File: config.mk
export PLATFORM = sky130hd
export DESIGN_NAME = pad_bank_seq
export DESIGN_NICKNAME = d
export VERILOG_FILES = /design/src/rtl/pad_bank_seq.sv
export SDC_FILE = /design/constraint.sdc
export NUM_CORES = 1
export LEC_CHECK = 0
export ABC_AREA = 0
export CAP_MARGIN = 15
export CORE_ASPECT_RATIO = 0.9
export CORE_MARGIN = 2
export CORE_UTILIZATION = 45
export CTS_CLUSTER_DIAMETER = 80
export DETAILED_ROUTE_END_ITERATION = 8
export PLACE_DENSITY = 0.78
export SLEW_MARGIN = 20
export SYNTH_ARGS = -nofsm -noshare
export SYNTH_HDL_FRONTEND = slang
export SYNTH_SLANG_ARGS = --single-unit
File: constraint.sdc
create_clock -name clk_i -period 2.6 [get_ports clk_i]
set_clock_uncertainty 0.2 [all_clocks]
set_input_delay 0.26 -clock clk_i [delete_from_list [all_inputs] [get_ports clk_i]]
set_output_delay 0.26 -clock clk_i [all_outputs]
set_load 0.005 [all_outputs]
File: src/rtl/pad_bank_seq.sv
// Per-IO-bank pad power sequencer: debounces bank POK, enables pad input buffers, then releases gated output enables.
// Optional feature: define PAD_BANK_SEQ_POK_SYNC_EN to pass each pok_raw_i bit through a 2-flop synchroniser.
//
// Handshake-free block: every input is a level, except fault_clr_i, which is a single-cycle pulse per bank.
// Every output is a registered decode, except pad_oe_o, which also ANDs in oe_i combinationally.
module pad_bank_seq #(
    parameter int unsigned NPads          = 8,
    parameter int unsigned NIoBanks       = 4,
    parameter logic [NPads-1:0][$clog2(NIoBanks):0] PadBank = '0,
    parameter int unsigned DebounceCycles = 16,
    parameter int unsigned SettleCycles   = 8
) (
    input  logic                      clk_i,
    input  logic                      rst_i,
    input  logic [NIoBanks-1:0]       pok_raw_i,
    input  logic [NIoBanks-1:0]       bank_en_i,
    input  logic [NIoBanks-1:0]       fault_clr_i,
    input  logic [NPads-1:0]          oe_i,
    output logic [NPads-1:0]          pad_ie_o,
    output logic [NPads-1:0]          pad_oe_o,
    output logic [NIoBanks-1:0]       bank_ready_o,
    output logic [NIoBanks-1:0]       bank_fault_o,
    output logic [NIoBanks-1:0][2:0]  dbg_state_o
);

    localparam int unsigned MaxCycles = (DebounceCycles > SettleCycles) ? DebounceCycles : SettleCycles;
    localparam int unsigned CntW      = $clog2(MaxCycles + 1);

    localparam logic [2:0] ST_OFF      = 3'd0;
    localparam logic [2:0] ST_WAIT_POK = 3'd1;
    localparam logic [2:0] ST_SETTLE   = 3'd2;
    localparam logic [2:0] ST_READY    = 3'd3;
    localparam logic [2:0] ST_DRAIN    = 3'd4;

    localparam logic [CntW-1:0] DebLast = CntW'(DebounceCycles - 1);
    localparam logic [CntW-1:0] SetLast = CntW'(SettleCycles - 1);

    logic [NIoBanks-1:0] w_pok;
    logic [NIoBanks-1:0] w_bank_ie;
    logic [NIoBanks-1:0] w_bank_oe;

`ifdef PAD_BANK_SEQ_POK_SYNC_EN
    logic [NIoBanks-1:0] r_pok_meta;
    logic [NIoBanks-1:0] r_pok_sync;

    always_ff @(posedge clk_i) begin
        if (rst_i) begin
            r_pok_meta <= '0;
            r_pok_sync <= '0;
        end else begin
            r_pok_meta <= pok_raw_i;
            r_pok_sync <= r_pok_meta;
        end
    end

    assign w_pok = r_pok_sync;
`else
    assign w_pok = pok_raw_i;
`endif

    for (genvar b = 0; b < NIoBanks; b++) begin : g_bank
        logic [2:0]      r_state;
        logic [2:0]      w_state_nxt;
        logic [CntW-1:0] r_cnt;
        logic [CntW-1:0] w_cnt_nxt;
        logic            r_fault;
        logic            w_fault_nxt;
        logic            w_pok_loss;

        // POK loss outranks bank_en_i, which outranks counter expiry.
        always_comb begin
            w_state_nxt = r_state;
            w_pok_loss  = 1'b0;
            case (r_state)
                ST_OFF: begin
                    if (bank_en_i[b]) w_state_nxt = ST_WAIT_POK;
                end
                ST_WAIT_POK: begin
                    if (!bank_en_i[b])                   w_state_nxt = ST_OFF;
                    else if (w_pok[b] && r_cnt == DebLast) w_state_nxt = ST_SETTLE;
                end
                ST_SETTLE: begin
                    if (!w_pok[b])              w_pok_loss  = 1'b1;
                    else if (!bank_en_i[b])     w_state_nxt = ST_OFF;
                    else if (r_cnt == SetLast)  w_state_nxt = ST_READY;
                end
                ST_READY: begin
                    if (!w_pok[b])              w_pok_loss  = 1'b1;
                    else if (!bank_en_i[b])     w_state_nxt = ST_DRAIN;
                end
                ST_DRAIN: begin
                    if (!w_pok[b])              w_pok_loss  = 1'b1;
                    else if (r_cnt == SetLast)  w_state_nxt = bank_en_i[b] ? ST_WAIT_POK : ST_OFF;
                end
                default: w_state_nxt = ST_OFF;
            endcase
            if (w_pok_loss) w_state_nxt = bank_en_i[b] ? ST_WAIT_POK : ST_OFF;
        end

        always_comb begin
            w_cnt_nxt = r_cnt;
            if (w_state_nxt != r_state) begin
                w_cnt_nxt = '0;
            end else if (r_state == ST_WAIT_POK && !w_pok[b]) begin
                w_cnt_nxt = '0;
            end else if (r_state == ST_WAIT_POK || r_state == ST_SETTLE || r_state == ST_DRAIN) begin
                w_cnt_nxt = r_cnt + 1'b1;
            end
        end

        // A loss and a clear in the same cycle leave the fault set.
        always_comb begin
            w_fault_nxt = r_fault;
            if (w_pok_loss)          w_fault_nxt = 1'b1;
            else if (fault_clr_i[b]) w_fault_nxt = 1'b0;
        end

        always_ff @(posedge clk_i) begin
            if (rst_i) begin
                r_state <= ST_OFF;
                r_cnt   <= '0;
                r_fault <= 1'b0;
            end else begin
                r_state <= w_state_nxt;
                r_cnt   <= w_cnt_nxt;
                r_fault <= w_fault_nxt;
            end
        end

        assign w_bank_ie[b]    = (r_state == ST_SETTLE) || (r_state == ST_READY) || (r_state == ST_DRAIN);
        assign w_bank_oe[b]    = (r_state == ST_READY);
        assign bank_ready_o[b] = (r_state == ST_READY);
        assign bank_fault_o[b] = r_fault;
        assign dbg_state_o[b]  = r_state;
    end

    // Pads mapped to a bank index beyond NIoBanks are never enabled.
    for (genvar k = 0; k < NPads; k++) begin : g_pad
        localparam int unsigned BankIdx = 32'(PadBank[k]);
        if (BankIdx < NIoBanks) begin : g_mapped
            assign pad_ie_o[k] = w_bank_ie[BankIdx];
            assign pad_oe_o[k] = oe_i[k] & w_bank_oe[BankIdx];
        end else begin : g_unmapped
            assign pad_ie_o[k] = 1'b0;
            assign pad_oe_o[k] = 1'b0;
        end
    end

endmodule

# After elaboration in Yosys (flattened, before gate mapping)

Cells that the tools add are included.

Output and inout port bits: 36
Input port bits: 22
Flip-flop bits (word level): 36

Mux-type cells: 68
Bitwise logic cells: 8
Eq/ne operators: 28
Add/sub/neg operators: 4
Reduce and logical (&&, ||, !) cells: 38

Operators by type and width:

| cell                                           | number |
|---|---|
| two-way mux 3 bit                              | 44 |
| one-hot mux 3 bit (5 select lines)             | 4 |
| == test 3 x 2 -> 1 bit (second input constant) | 8 |
| OR reduction 3 bit                             | 8 |
| adder 5 x 1 -> 5 bit (second input constant)   | 4 |
| == test 5 x 3 -> 1 bit (second input constant) | 4 |
| == test 5 x 4 -> 1 bit (second input constant) | 4 |
| two-way mux 1 bit                              | 20 |
| == test 3 x 1 -> 1 bit (second input constant) | 4 |
| == test 3 bit (second input constant)          | 4 |
| logical NOT 3 bit                              | 4 |
| != test 3 bit                                  | 4 |
| logical OR 1 bit                               | 10 |
| bitwise AND 1 bit                              | 8 |
| logical AND 1 bit                              | 8 |
| nonzero test 2 bit                             | 4 |
| logical NOT 1 bit                              | 4 |

# Logic depth before layout (Yosys ltp)

Gate-level depths: netlist (run 1).

Depth after elaboration: 8
Mapped depth: 8

# Worst setup path after synthesis (run 1)

OpenSTA, ideal clock, no wires.

Kind: flip-flop to flip-flop
From: reg g_bank[3].r_cnt[0]
To: reg g_bank[3].r_cnt[4]
Stages on the path, launching flop included: 8
Period minus slack after synthesis: 2.156 ns
Library setup time: 0.086 ns
Arrival time: 1.869 ns
Slack: 0.444 ns
Data required time: 2.314 ns
Path through: dfxtp_1 ha_1 and3_1 ha_1 a21boi_0 o21ai_0 or4_4 a221oi_2

Word-level cells in the longest chain between the ends: 8
Elaborated cells between the ends (all ways): 15
Those cells by class: add/sub (1); eq/ne (3); mux (9); reduce/logical (2)

RTL lines:

| what                                                             | line       | RTL |
|---|---|---|
| start, declared                                                  | 64         | `logic [CntW-1:0] r_cnt;` |
| start signal, assigned                                           | 125        | `r_cnt <= w_cnt_nxt;` |
| == test 5 x 3 -> 1 bit or == test 5 x 4 -> 1 bit (tied branches) | 85, 93, 80 |  |
| two-way mux 3 bit or logical AND 1 bit (tied branches)           | 85, 80     |  |
| two-way mux 3 bit, on equally long branches                      | 84, 80     |  |
| two-way mux 3 bit, on equally long branches                      | 83, 79     |  |
| one-hot mux 3 bit (5 select lines)                               | 74         | `case (r_state)` |
| two-way mux 3 bit                                                | 97         | `if (w_pok_loss) w_state_nxt = bank_en_i[b] ? ST_WAIT_POK : ST_OFF;` |
| != test 3 bit                                                    | 102        | `if (w_state_nxt != r_state) begin` |
| OR reduction 3 bit (no source line)                              | --         |  |

Several ways; a longest one is shown, not always the timed one.
A chain may end at the register's enable or synchronous reset.

# Worst setup path in the final report (run 1)

Ends and elaborated chain as after synthesis.

==> results.py, run 1 <==
metrics = {
    "logic_synthesis": {
        "yosysTopAreaCell": "dfxtp_1",
        "synthMuxAreaShare_pct": 2.64,
        "yosys-top-cells-area": "dfxtp_1, a21oi_1, nor2_1, ha_1, buf_4",
        "synth_top_family_by_area": "simple AND/OR/NAND/NOR gates",
        "ys_types": 56,
        "seq_area_frac_synth_pct": 30.4,
        "synth_top_area_share_pct": 30.4,
        "synthMostInstantiatedCell": "dfxtp_1",
        "synth_edf_count": 0,
        "synth_compound_area_share_pct": 19.5,
        "synth_common_cells": "dfxtp_1, nor2_1, a21oi_1",
        "synthAdderAreaFrac_pct": 4.23,
        "ys_warn_count": 0,
        "synth_fp_nets": 327,
        "ys_seq_elements": 36,
        "ys.flop_type": "dfxtp_1",
        "yosys.area_share.simple_pct": 26.6,
        "synthCells": 297,
        "synth_xor_area_share_pct": 5.92,
        "netlist_area_mm2": 0.00237,
        "avgSynthCellArea_um2": 7.97,
        "postSynth.asyncResetShare_pct": 0,
    },
    "sta": {
        "worstMarginPinSlew_ps": 490,
        "rsz0062_at_grt": "false",
        "relSlewSlack_pct": 66.9,
        "max_freq_mhz": 419,
        "finalSetupTns_ps": 0,
        "min_period_ps": 2390,
        "hold_violations": 0,
        "slew_viol_final": 0,
        "finalSetupViolCount": 0,
        "fin_worst_hold_slack_ps": 292,
        "period_share_pct": 91.9,
    },
    "clocking": {
        "clk_pin_slew_ps": 70,
        "hold_buffers": 0,
        "clkLatencyLatePin_ps": 290,
        "clockBufferDepth": 2,
        "clock_sinks": 36,
        "cts_tree": "done",
        "ctsHtreeMaxLevel": 2,
        "clock-root-buffer": "clkbuf_8",
        "postCtsSetupRepairBufs": 0,
        "cts_buffers": 5,
        "cts_resized": 0,
    },
    "final_layout": {
        "fillers": 444,
        "final_nets": 370,
        "seqCellArea_um2": 721,
        "diodes": 0,
        "drive_gt1_share_pct": 7.62,
        "multi_input_area_mm2": 0.00139,
        "area_delta_synth_final_pct": 27.8,
    },
    "routing": {
        "viasPerCell": 5.37,
        "dr.first_iter.drc_count": 77,
        "finalWirelength_um": 5270,
        "wl_per_cell_um": 12.9,
        "route.detailed.drc": 0,
        "ant_nets": 0,
        "num_vias": 2190,
        "drtPass1Iterations": 6,
    },
    "die": {
        "die_w_um": 80.5,
        "io_pins": 58,
        "core_mm2": 0.00516,
        "die_area_mm2": 0.00586,
        "fp.dieH_um": 72.8,
        "std_cell_rows": 25,
        "start_util_pct": 45.9,
    },
    "setup_path": {
        "cp_max_fo": 5,
        "end_kind": "flop",
        "crit_top_cell": "ha_1",
        "crit_chain": "ha_1, and3_1, ha_1, a21boi_0, o21ai_0, or4_4, a221oi_2",
        "crit_slowest_cell": "or4_4",
        "critPathLaunchType": "flop",
        "required_ps": 2610,
        "cp.arrival_ps": 2400,
        "cpPeakStageDelay_ps": 580,
        "critPathKind": "reg2reg",
    },
    "pwr": {
        "irDropWorstVdd_uv": 275,
        "power.density_mw_per_mm2": 415,
        "p_leak_nw": 1.20,
    },
    "placed_design": {
        "place.port_buffers": 57,
        "dp_hpwl_um": 3820,
        "gp_congestion": 0.854,
    },
    "grt": {
        "grt_max_degree": 22,
        "antenna_found_initial": 0,
        "track_usage_pct": 19.2,
        "grt_pass1_vias": 1941,
        "grt_pass1_wl_um": 8990,
        "overflow": 0,
    },
    "hold_path": {
        "worstHoldPathType": "reg2reg",
    },
    "job": {
        "cap_violations": 0,
    },
    "run_status": {
        "status": "finished clean",
    },
}
[cells by family after synthesis]
logic type | count (synthesis)
flip-flops | 36
XOR/XNOR | 16
AO/OA/AOI/OAI | 71
multiplexers | 6
buffers and inverters | 48
adder cells (fa/ha/maj) | 8
AND/OR/NAND/NOR | 112
[cells in the final DEF, fill, tap and decap left out, drive strengths merged, types with 5 or more instances in the layout]
master and instances:
nand2b 7, nand2 12, xor2 10, buf 8, ha 8, a21oi 24
o21ai 13, nand4 5, xnor2 6, dfxtp 36, and2 5, nor2 32
and3 13, clkbuf 7, clkdlybuf4s50 57, nor3 8, inv 19, nor2b 10
[metal layers]
| metal | global-route usage, % | routed length [um] | up-vias |
|---|---|---|---|
| li1 | - | - | 1129 |
| met1 | 25.7 | 2510 | 987 |
| met2 | 29.6 | 2370 | 68 |
| met3 | 5.32 | 325 | 6 |
| met4 | 6.97 | 57 | 0 |
| met5 | 0 | 0 | - |
[state kept, by name, summed over array words and instances, names as in the netlist]
| register | flops |
|---|---|
| g_bank.r_state | 12 |
| g_bank.r_fault | 4 |
| g_bank.r_cnt | 20 |
[metrics by stage]
| stage | power (mW) | setup slack (ps) | utilization, % | instances | area, um2 |
|---|---|---|---|---|---|
| final | 1.26 | 211 | 58.6 | 408 | 3030 |
| after global routing | 1.31 | 74.9 | 58.6 | 408 | 3030 |
| after CTS | 1.27 | 204 | 58.6 | 408 | 3030 |
| after detailed placement | 0.727 | 91.3 | 56.2 | 400 | 2900 |
| after global placement | 0.723 | 144 | 56.2 | 400 | 2900 |
| after floorplan | 0.666 | 444 | - | 297 | 2370 |
[worst max-delay path, delay by kind of cell (launching register included)]
family	cells	cell delay (ps)
adder cells (fa/ha/maj)	2	430
flip-flops	1	330
AO/OA/AOI/OAI	3	570
AND/OR/NAND/NOR	2	760
[cell type report]
cell class                 count  share of cell area (%)
multi-input combinational    213                    46.1
clock inverter                 1                   0.992
sequential                    36                    23.8
timing repair buffer          65                    20.8
tap                           67                    2.77
clock buffer                   7                    3.18
inverter                      19                    2.36
[power by group]
group	internal (mW)	total [mW]	switching, mW
logic	0.0744	0.143	0.0689
registers	0.560	0.573	0.0125
clock network	0.338	0.540	0.202
total	0.973	1.26	0.283
[path summary, 6_finish.rpt]
path	to	startpoint	slack [ps]	cells past startpoint
max reg2reg	g_bank[3].r_cnt[4]	g_bank[3].r_cnt[0]	210	7
min reg2reg	g_bank[2].r_fault	g_bank[2].r_fault	290	2
min	g_bank[2].r_fault	g_bank[2].r_fault	290	2
max	g_bank[3].r_cnt[4]	g_bank[3].r_cnt[0]	210	7
Power figures use the tool's default switching activity.
==> run 2: changes to the inputs <==
Settings changed: CORE_UTILIZATION 45 to 50, PLACE_DENSITY 0.78 to 0.85.
==> run 2 against run 1 <==
  * Combinational power hardly changed
  * Critical path type is now reg2out
  * Register-to-register slack better by 70 ps
  * Count of clock-buffer cells in the layout is 1 higher
  * Clock power is 25% lower
  * Non-clock buffer count is 1 lower
  * Sequential share of layout area is 0.40 points higher
  * Routed wire length is 1.1% lower
  * Maximum frequency is 2.8% lower
  * Worst hold slack better by 4.6 ps
==> results.py, run 2 (synthesized netlist as in run 1, its figures left out) <==
metrics = {
    "die": {
        "die_w_um": 76.6,
        "die_area_mm2": 0.00530,
        "start_util_pct": 52.4,
        "std_cell_rows": 23,
        "core_mm2": 0.00452,
        "fp.dieH_um": 69.3,
        "io_pins": 58,
    },
    "final_layout": {
        "area_delta_synth_final_pct": 25.7,
        "largest_reg_flops": 20,
        "multi_input_area_mm2": 0.00139,
        "final_cell_mix": "clkdlybuf4s50_1, dfxtp_1, nor2_1",
        "final_area_mm2": 0.00298,
        "drive_gt1_share_pct": 6.76,
        "top_register": "g_bank.r_cnt",
        "seqCellArea_um2": 721,
        "final_nets": 369,
        "layout_commonest_cell": "clkdlybuf4s50_1",
        "fillers": 403,
        "reg_top3": "g_bank.r_cnt (20), g_bank.r_state (12), g_bank.r_fault (4)",
        "diodes": 0,
    },
    "setup_path": {
        "critPathKind": "reg2out",
        "cp.arrival_ps": 2000,
        "cp_max_fo": 10,
        "end_kind": "output pin",
        "critPathLaunchType": "flop",
        "r2r_start": "g_bank[3].r_cnt[0]",
        "cp-startpoint": "g_bank[0].r_state[0]",
        "required_ps": 2140,
    },
    "grt": {
        "gr-usage-met1_pct": 26.5,
        "grt_pass1_wl_um": 9150,
        "grt_pass1_vias": 2056,
        "grt_max_degree": 22,
        "gr-usage-met2_pct": 33.3,
        "antenna_found_initial": 0,
        "top_usage_layer": "met2",
        "grt_use_met3_pct": 4.56,
        "overflow": 0,
        "track_usage_pct": 20.1,
    },
    "placed_design": {
        "dpl_cell_area_mm2": 0.00289,
        "place.port_buffers": 57,
        "gp_congestion": 0.883,
        "dp_worst_setup_slack_ps": 95.0,
        "dp_hpwl_um": 3820,
    },
    "clocking": {
        "clock-root-buffer": "clkbuf_8",
        "postCtsSetupRepairBufs": 0,
        "cts_buffers": 5,
        "cts_tree": "done",
        "cts_resized": 0,
        "clk_pin_slew_ps": 70,
        "clkLatencyLatePin_ps": 280,
        "clock_sinks": 36,
        "clockBufferDepth": 2,
        "ctsHtreeMaxLevel": 2,
        "hold_buffers": 0,
    },
    "routing": {
        "wl_per_cell_um": 13.0,
        "viasPerCell": 5.49,
        "dr.first_iter.drc_count": 119,
        "drtPass1Iterations": 4,
        "finalWirelength_um": 5210,
        "ant_nets": 0,
        "num_vias": 2208,
        "route.detailed.drc": 0,
    },
    "hold_path": {
        "worstHoldPathType": "reg2reg",
        "worstHoldStart": "g_bank[2].r_fault",
    },
    "sta": {
        "finalSetupTns_ps": 0,
        "max_freq_mhz": 407,
        "worst_slack_ps": 142,
        "hold_violations": 0,
        "rsz0062_at_grt": "false",
        "min_period_ps": 2460,
        "relSlewSlack_pct": 66.4,
        "slew_viol_final": 0,
        "finalSetupViolCount": 0,
        "period_share_pct": 94.5,
        "worstMarginPinSlew_ps": 501,
        "fin_worst_hold_slack_ps": 297,
    },
    "pwr": {
        "power_mw": 1.12,
        "power.density_mw_per_mm2": 375,
        "irDropWorstVdd_uv": 243,
        "p_leak_nw": 1.17,
    },
    "run_status": {
        "status": "finished clean",
    },
    "job": {
        "cap_violations": 0,
    },
}
run 2: changes by cell type in the layout (fill, tap and decap cells not counted):
cell and delta:
clkbuf_1 +2, buf_4 -1, bufinv_16 -1, clkbuf_8 -1
run 2: area by class of cell:
| type | count | area share [%] |
|---|---|---|
| multi-input cells | 213 | 46.8 |
| well taps | 62 | 2.61 |
| repair buffers | 64 | 20.9 |
| clock buffers | 8 | 3.03 |
| flip-flops and latches | 36 | 24.2 |
| inverters | 19 | 2.40 |
run 2: worst paths after layout:
kind,to,slack [ps],cells after the start
hold reg to reg,g_bank[2].r_fault,300,2
setup / recovery,pad_ie_o[1],140,4
setup reg to reg,g_bank[3].r_cnt[4],280,7
hold / removal,g_bank[2].r_fault,300,2
run 2: power by group:
| part | switching [mW] | internal (mW) |
|---|---|---|
| combinational | 0.0663 | 0.0734 |
| clock | 0.187 | 0.216 |
| sequential | 0.0136 | 0.560 |
run 2: critical path, stage by stage (launching register included):
cell             delay [ps]
dfxtp_1                 400
or3b_1                  430
a21boi_1                170
inv_1                   180
clkdlybuf4s50_1         540
run 2: layer usage:
metal,vias up,wire length (um)
met4,0,44
met3,6,268
met1,1019,2420
met2,58,2470
met5,-,0
li1,1125,-
run 2: metrics by stage:
step	instances	util [%]
3_3_place_gp	394	63.9
2_1_floorplan	297	-
4_1_cts	402	65.9
6_report	402	65.9
5_1_grt	402	65.9
3_5_place_dp	394	63.9
